File: src/rtl/cpu_loader.sv
// Front-panel loader: streams a program into a CPU through its address/data strobes,
// starts it, feeds runtime input bytes on request and reports when the CPU halts.
module cpu_loader (
    input  logic       i_clk,
    input  logic       i_reset,
    input  logic       i_start,
    input  logic [7:0] i_len,
    input  logic       i_byte_valid,
    input  logic [7:0] i_byte,
    output logic       o_byte_ready,
    input  logic       i_in_valid,
    input  logic [7:0] i_in_data,
    output logic       o_in_ready,
    output logic       o_load_addr,
    output logic       o_load_data,
    output logic       o_execute,
    output logic       o_input_taken,
    output logic [7:0] o_data_in,
    input  logic       i_waiting,
    input  logic       i_take_input,
    output logic       o_busy,
    output logic       o_running,
    output logic       o_done
);

    typedef enum logic [3:0] {
        StIdle, StFetch, StAddrWait, StAddrPulse, StDataWait, StDataPulse, StDataRel,
        StExecWait, StExecPulse, StRun, StInFetch, StInPulse, StInRel, StDone
    } state_e;

    state_e     state_q, state_d;
    logic [7:0] addr_q, addr_d;
    logic [7:0] len_q, len_d;
    logic [7:0] byte_q, byte_d;
    logic [7:0] in_q, in_d;
    logic [1:0] cnt_q, cnt_d;

    always_comb begin
        state_d = state_q;
        addr_d  = addr_q;
        len_d   = len_q;
        byte_d  = byte_q;
        in_d    = in_q;
        cnt_d   = cnt_q;
        case (state_q)
            StIdle: begin
                if (i_start) begin
                    len_d   = i_len;
                    addr_d  = '0;
                    cnt_d   = '0;
                    state_d = (i_len == 8'd0) ? StExecWait : StFetch;
                end
            end
            StFetch: begin
                if (i_byte_valid && o_byte_ready) begin
                    byte_d  = i_byte;
                    state_d = StAddrWait;
                end
            end
            StAddrWait: begin
                if (i_waiting) begin
                    cnt_d   = '0;
                    state_d = StAddrPulse;
                end
            end
            StAddrPulse: begin
                cnt_d = cnt_q + 2'd1;
                if (cnt_q == 2'd1) begin
                    cnt_d   = '0;
                    state_d = StDataWait;
                end
            end
            StDataWait: begin
                if (i_take_input && !i_waiting) begin
                    cnt_d   = '0;
                    state_d = StDataPulse;
                end
            end
            StDataPulse: begin
                cnt_d = cnt_q + 2'd1;
                if (cnt_q == 2'd1) begin
                    cnt_d   = '0;
                    state_d = StDataRel;
                end
            end
            StDataRel: begin
                addr_d  = addr_q + 8'd1;
                state_d = (addr_q + 8'd1 == len_q) ? StExecWait : StFetch;
            end
            StExecWait: begin
                if (i_waiting) begin
                    cnt_d   = '0;
                    state_d = StExecPulse;
                end
            end
            StExecPulse: begin
                cnt_d = cnt_q + 2'd1;
                if (cnt_q == 2'd1) begin
                    cnt_d   = '0;
                    state_d = StRun;
                end
            end
            StRun: begin
                // CPU status is stale for two cycles after a strobe; ignore it until then
                if (cnt_q != 2'd2) begin
                    cnt_d = cnt_q + 2'd1;
                end else if (i_waiting && i_take_input) begin
                    state_d = StInFetch;
                end else if (i_waiting) begin
                    state_d = StDone;
                end
            end
            StInFetch: begin
                if (i_in_valid && o_in_ready) begin
                    in_d    = i_in_data;
                    cnt_d   = '0;
                    state_d = StInPulse;
                end
            end
            StInPulse: begin
                cnt_d = cnt_q + 2'd1;
                if (cnt_q == 2'd2) begin
                    cnt_d   = '0;
                    state_d = StInRel;
                end
            end
            StInRel: begin
                if (!i_waiting) begin
                    cnt_d   = '0;
                    state_d = StRun;
                end
            end
            StDone:  state_d = StIdle;
            default: state_d = StIdle;
        endcase
    end

    // Outputs are decoded from the next state so they line up with the registered state.
    always_ff @(posedge i_clk) begin
        if (i_reset) begin
            state_q       <= StIdle;
            addr_q        <= '0;
            len_q         <= '0;
            byte_q        <= '0;
            in_q          <= '0;
            cnt_q         <= '0;
            o_byte_ready  <= 1'b0;
            o_in_ready    <= 1'b0;
            o_load_addr   <= 1'b0;
            o_load_data   <= 1'b0;
            o_execute     <= 1'b0;
            o_input_taken <= 1'b0;
            o_data_in     <= '0;
            o_busy        <= 1'b0;
            o_running     <= 1'b0;
            o_done        <= 1'b0;
        end else begin
            state_q       <= state_d;
            addr_q        <= addr_d;
            len_q         <= len_d;
            byte_q        <= byte_d;
            in_q          <= in_d;
            cnt_q         <= cnt_d;
            o_byte_ready  <= (state_d == StFetch);
            o_in_ready    <= (state_d == StInFetch);
            o_load_addr   <= (state_d == StAddrPulse);
            o_load_data   <= (state_d == StDataPulse);
            o_execute     <= (state_d == StExecPulse);
            o_input_taken <= (state_d == StInPulse) && (cnt_d != 2'd0);
            o_busy        <= (state_d != StIdle);
            o_running     <= (state_d == StRun) || (state_d == StInFetch) ||
                             (state_d == StInPulse) || (state_d == StInRel);
            o_done        <= (state_d == StDone);
            case (state_d)
                StAddrWait, StAddrPulse:             o_data_in <= addr_d;
                StDataWait, StDataPulse, StDataRel:  o_data_in <= byte_d;
                StInPulse, StInRel:                  o_data_in <= in_d;
                default:                             o_data_in <= '0;
            endcase
        end
    end

endmodule

File: config.mk
export PLATFORM = sky130hd
export DESIGN_NAME = cpu_loader
export DESIGN_NICKNAME = d
export VERILOG_FILES = /design/src/rtl/cpu_loader.sv
export SDC_FILE = /design/constraint.sdc
export NUM_CORES = 1
export LEC_CHECK = 0
export CORE_MARGIN = 3
export CORE_UTILIZATION = 54
export DETAILED_ROUTE_END_ITERATION = 16
export PLACE_DENSITY = 0.78
export SETUP_SLACK_MARGIN = 0.15
export SYNTH_ARGS = -nofsm -noshare
export SYNTH_HDL_FRONTEND = slang
export SYNTH_SLANG_ARGS = --single-unit
File: constraint.sdc
create_clock -name i_clk -period 3.5 [get_ports i_clk]
set_clock_uncertainty 0.1 [all_clocks]
set_input_delay 0.875 -clock i_clk [delete_from_list [all_inputs] [get_ports i_clk]]
set_output_delay 0.875 -clock i_clk [all_outputs]
set_load 0.01 [all_outputs]
; ---- Word-level counts from Yosys, hierarchy flattened
; Index checks and enable logic that the tools add are counted.
[totals]
reg_bits = 55
inputBits = 31
out_inout_bits = 17
wordCells = 98
[op_classes]
n_addsub = 2
eq_ne = 28
muxes = 33
n_reduce_logical = 19
[op_table]
columns = cell, n
row1 = 4-bit two-way mux, 14
row2 = 4-bit one-hot mux with 13 select lines, 1
row3 = "4-bit equality test, second input constant", 11
row4 = 8-bit two-way mux, 5
row5 = "4-bit by 3-bit equality test with 1-bit output, second input constant", 7
row6 = 8-bit one-hot mux with 3 select lines, 1
row7 = "4-bit by 2-bit equality test with 1-bit output, second input constant", 4
row8 = 2-bit two-way mux, 8
row9 = 2-bit one-hot mux with 8 select lines, 1
row10 = 8-bit one-hot mux with 2 select lines, 1
row11 = "8-bit by 1-bit adder with 8-bit output, second input constant", 1
row12 = "4-bit by 1-bit equality test with 1-bit output, second input constant", 2
row13 = 8-bit equality test, 1
row14 = 8-bit logical NOT, 1
row15 = 3-bit two-way mux, 2
row16 = 2-bit OR reduction, 3
row17 = 3-bit OR reduction, 2
row18 = 1-bit logical AND, 5
row19 = 4-bit logical NOT, 1
row20 = 4-bit nonzero test, 1
row21 = 1-bit logical OR, 3
row22 = "2-bit by 1-bit adder with 2-bit output, second input constant", 1
row23 = "2-bit by 1-bit equality test with 1-bit output, second input constant", 1
row24 = "2-bit equality test, second input constant", 1
row25 = 4 further kinds, 4

; ---- Depth between registers and ports, before layout
[logic_depth]
ltp_word = 8
ltp_mapped = 10
ltp_nobuf = 9

; ---- Worst setup path before layout
; OpenSTA, ideal clock, no wires.
[synth_timing]
path_kind = input port to flip-flop
startpoint = input port i_waiting
endpoint = register o_data_in[1]
setup_ns = 0.133
t_arrival_ns = 2.556
path_slack_ns = 0.711
cell_stages = 8
n_path_buf = 1
path_cell_list = clkbuf_1 nor2b_1 o21ai_0 nand4b_4 o21ba_2 a211o_2 a22oi_4 a31oi_2
[synth_via]
elab_chain_cells = 7
word_cells_on_any_way = 22
cone_classes = eq/ne: 7 / mux: 9 / reduce/logical: 6
[synth_lines]
columns = item, line
row1 = start: declaration, 19  ; input logic i_waiting,
row2 = 4-bit two-way mux (tied with other cells), 109  ; end else if (i_waiting) begin
row3 = 4-bit two-way mux or 1-bit logical AND (tied branches), "107, 74"
row4 = 4-bit two-way mux (on tied branches), "105, 74"
row5 = 4-bit one-hot mux with 13 select lines *, 45  ; case (state_q)
row6 = 4-bit by 3-bit equality test with 1-bit output (tied with other cells), 174  ; case (state_d)
row7 = 3-bit OR reduction or 2-bit OR reduction (tied branches), 174
row8 = 8-bit one-hot mux with 3 select lines *, 174
row9 = end signal: assignment, 175  ; StAddrWait, StAddrPulse: o_data_in <= addr_d;
row10 = end signal: assignment, 176  ; StDataWait, StDataPulse, StDataRel: o_data_in <= byte_d;
row11 = end signal: assignment, 177  ; StInPulse, StInRel: o_data_in <= in_d;
row12 = end: declaration, 18  ; output logic [7:0] o_data_in,
; Every way passes the cells marked *; elsewhere a longest branch is shown, timed or not.
; A chain may end at the register's enable or synchronous reset.

; ---- Worst setup path after layout
; Same ends and word-level chain as after synthesis.

==> out/metrics.yaml <==
status: "finished, final reports clean"
yosys_register_bits: 55
grtUsageTotal_pct: 22.3
rsz0062_at_grt: "no"
dieArea_mm2: 0.00646
antenna_found_initial: 0
htree_levels: 2
min_from: "in_q[4]"
period_minus_slack_ps: 3110
num_rows: 26
synth-edff-count: 0
cts_root_buffer: "clkbuf_8"
required_ps: 3640
ant_nets: 0
hp-class: "reg2reg"
final_common_cell: "dfxtp_1"
relSlewSlack_pct: 55.6
instances_no_fill: 454
fin_crit_sh_pct: 89.0
p_leak_nw: 1.35
drv_cap: 0
max_freq_mhz: 321
fin_hold_ws_ps: 411
die_height_um: 80.4
syn_area_per_cell_um2: 8.69
whs_path_depth: 2
n_antenna_cell: 0
path_class: "in2reg"
fin_nets: 420
ys_types: 62
vias_per_cell: 5.69
ios: 48
final_cell_mix: "dfxtp_1, clkdlybuf4s50_1, nor2_1, mux2i_1, a21oi_1"
drt_first_pass_iters: 4
synthesis.area_mm2: 0.00299
cp.arrival_ps: 3250
drt_iter0_markers: 225
worstRegToRegCells: 7
clk_latency_ps: 300
ctsHoldBuffers: 0
yosys_warnings: 0
tns_ps: 0
end_kind: "register"
grt_max_degree: 32
place_inst: 446
cts_tree: "yes"
syn2layout_area_growth_pct: 20.9
post-dp-hpwl_um: 5210
path_max_fanout: 11
slew_viol_final: 0
clkSinkCount: 55
io_buffer_count: 47
final_hold_viol_count: 0
synthArstFlopShare_pct: 0
tightest_slew_ps: 664
ir_worst_vdd_v: 0.000179
wl_um: 6800
avgRoutedWirePerCell_um: 15.0
syn_inst: 344
cts_buffers: 5
core_area_mm2: 0.00524
r2r_start: "state_q[2]"
finalSetupViolCount: 0
first_global_vias: 2372
gp_congestion: 0.922
vias: 2584
grt-ovfl-total: 0
preCtsSetupSlack_ps: -18.6
final_util_pct: 68.9
cts_resized: 0
initial_core_util_pct: 57.0
cts.path.max_buffers: 2
power_density_mw_per_mm2: 340
r2r_slack_ps: 580
layout_setup_ws_ps: 386
drc: 0
cp-start-kind: "primary input"
syn_nets: 381
yosysSeqAreaShare_pct: 36.9
cts_setup_buffers: 0
hold_end: "in_q[4]"
grt_pass1_wl_um: 11300
clkSlewWorstSetupHoldPaths_ps: 100
r2r-end: "o_data_in[2]"
yosys_most_used_dff: "dfxtp_1"
drive_gt1_share_pct: 9.11
fp.dieW_um: 80.4
cell type report:
| cell class | instances | area, um^2 |
|---|---|---|
| repair buffers | 54 | 523 |
| flip-flops and latches | 55 | 1100 |
| clock buffers | 5 | 68.8 |
| well taps | 70 | 87.6 |
| multi-input cells | 258 | 1750 |
| clock inverters | 3 | 43.8 |
| fillers | 447 | 1630 |
| inverters | 9 | 33.8 |
state kept, by name, indices dropped and copies added, names as in the netlist, 2 cells and up:
signal and cells:
state_q 4, in_q 8, byte_q 8, o_data_in 8
cnt_q 2, addr_q 8, len_q 8
power by group:
part / switching, mW / total [mW] / internal (mW)
clock network: 0.196 / 0.409 / 0.213
logic: 0.0813 / 0.165 / 0.0835
registers: 0.0152 / 0.655 / 0.640
metal layers:
| layer | GRT usage, % | part of all wire [%] | up-vias |
|---|---|---|---|
| met5 | 0 | 0 | - |
| met4 | 8.11 | 2.4 | 0 |
| met3 | 3.59 | 5.4 | 13 |
| met2 | 35.5 | 47 | 82 |
| met1 | 30.3 | 45 | 1185 |
| li1 | - | - | 1304 |
worst max-delay path by stage:
stage | startpoint | to
after floorplan | i_waiting | o_data_in[1]
after detailed placement | i_waiting | o_data_in[1]
after global placement | i_waiting | o_data_in[1]
after CTS | i_waiting | o_data_in[1]
final | i_waiting | o_data_in[1]
after global routing | i_waiting | o_data_in[1]
critical path: stages:
cell and delay, ps:
clkdlybuf4s50_1 670, nand2_1 130, o311ai_1 560, o21ai_1 360, a21oi_1 340, a22oi_4 160, a31oi_2 170
Yosys cell counts, drive strengths merged (6+ instances only):
library cell	count	share of area [%]
o21ai	16	2.7
nor2	47	6.0
ha	6	2.5
or3	9	1.9
nor2b	10	2.1
dfxtp	55	37
a21oi	25	5.1
xnor2	8	2.3
a22oi	12	3.5
inv	9	1.1
nand3	10	1.8
clkbuf	12	1.5
and2	12	2.5
nand2	16	2.0
buf	10	2.0
mux2i	26	8.7
kinds of logic (layout without fill, tap and decap cells):
| kind of cell | count (synthesis) | in the layout | share of synthesized area [%] |
|---|---|---|---|
| AO/OA/AOI/OAI | 82 | 82 | 19.3 |
| XOR/XNOR | 10 | 10 | 2.93 |
| adder cells (fa/ha/maj) | 6 | 6 | 2.51 |
| buffers and inverters | 31 | 71 | 4.61 |
| flip-flops | 55 | 55 | 36.9 |
| multiplexers | 28 | 28 | 9.46 |
| AND/OR/NAND/NOR | 132 | 132 | 24.3 |
stage by stage:
step / instance area, um^2 / power, mW
after floorplan: 2990 / 0.768
after global placement: 3490 / 0.831
after detailed placement: 3490 / 0.833
after CTS: 3610 / 1.24
after global routing: 3610 / 1.28
final: 3610 / 1.23
Note: power is estimated with default switching activity, not from simulation.
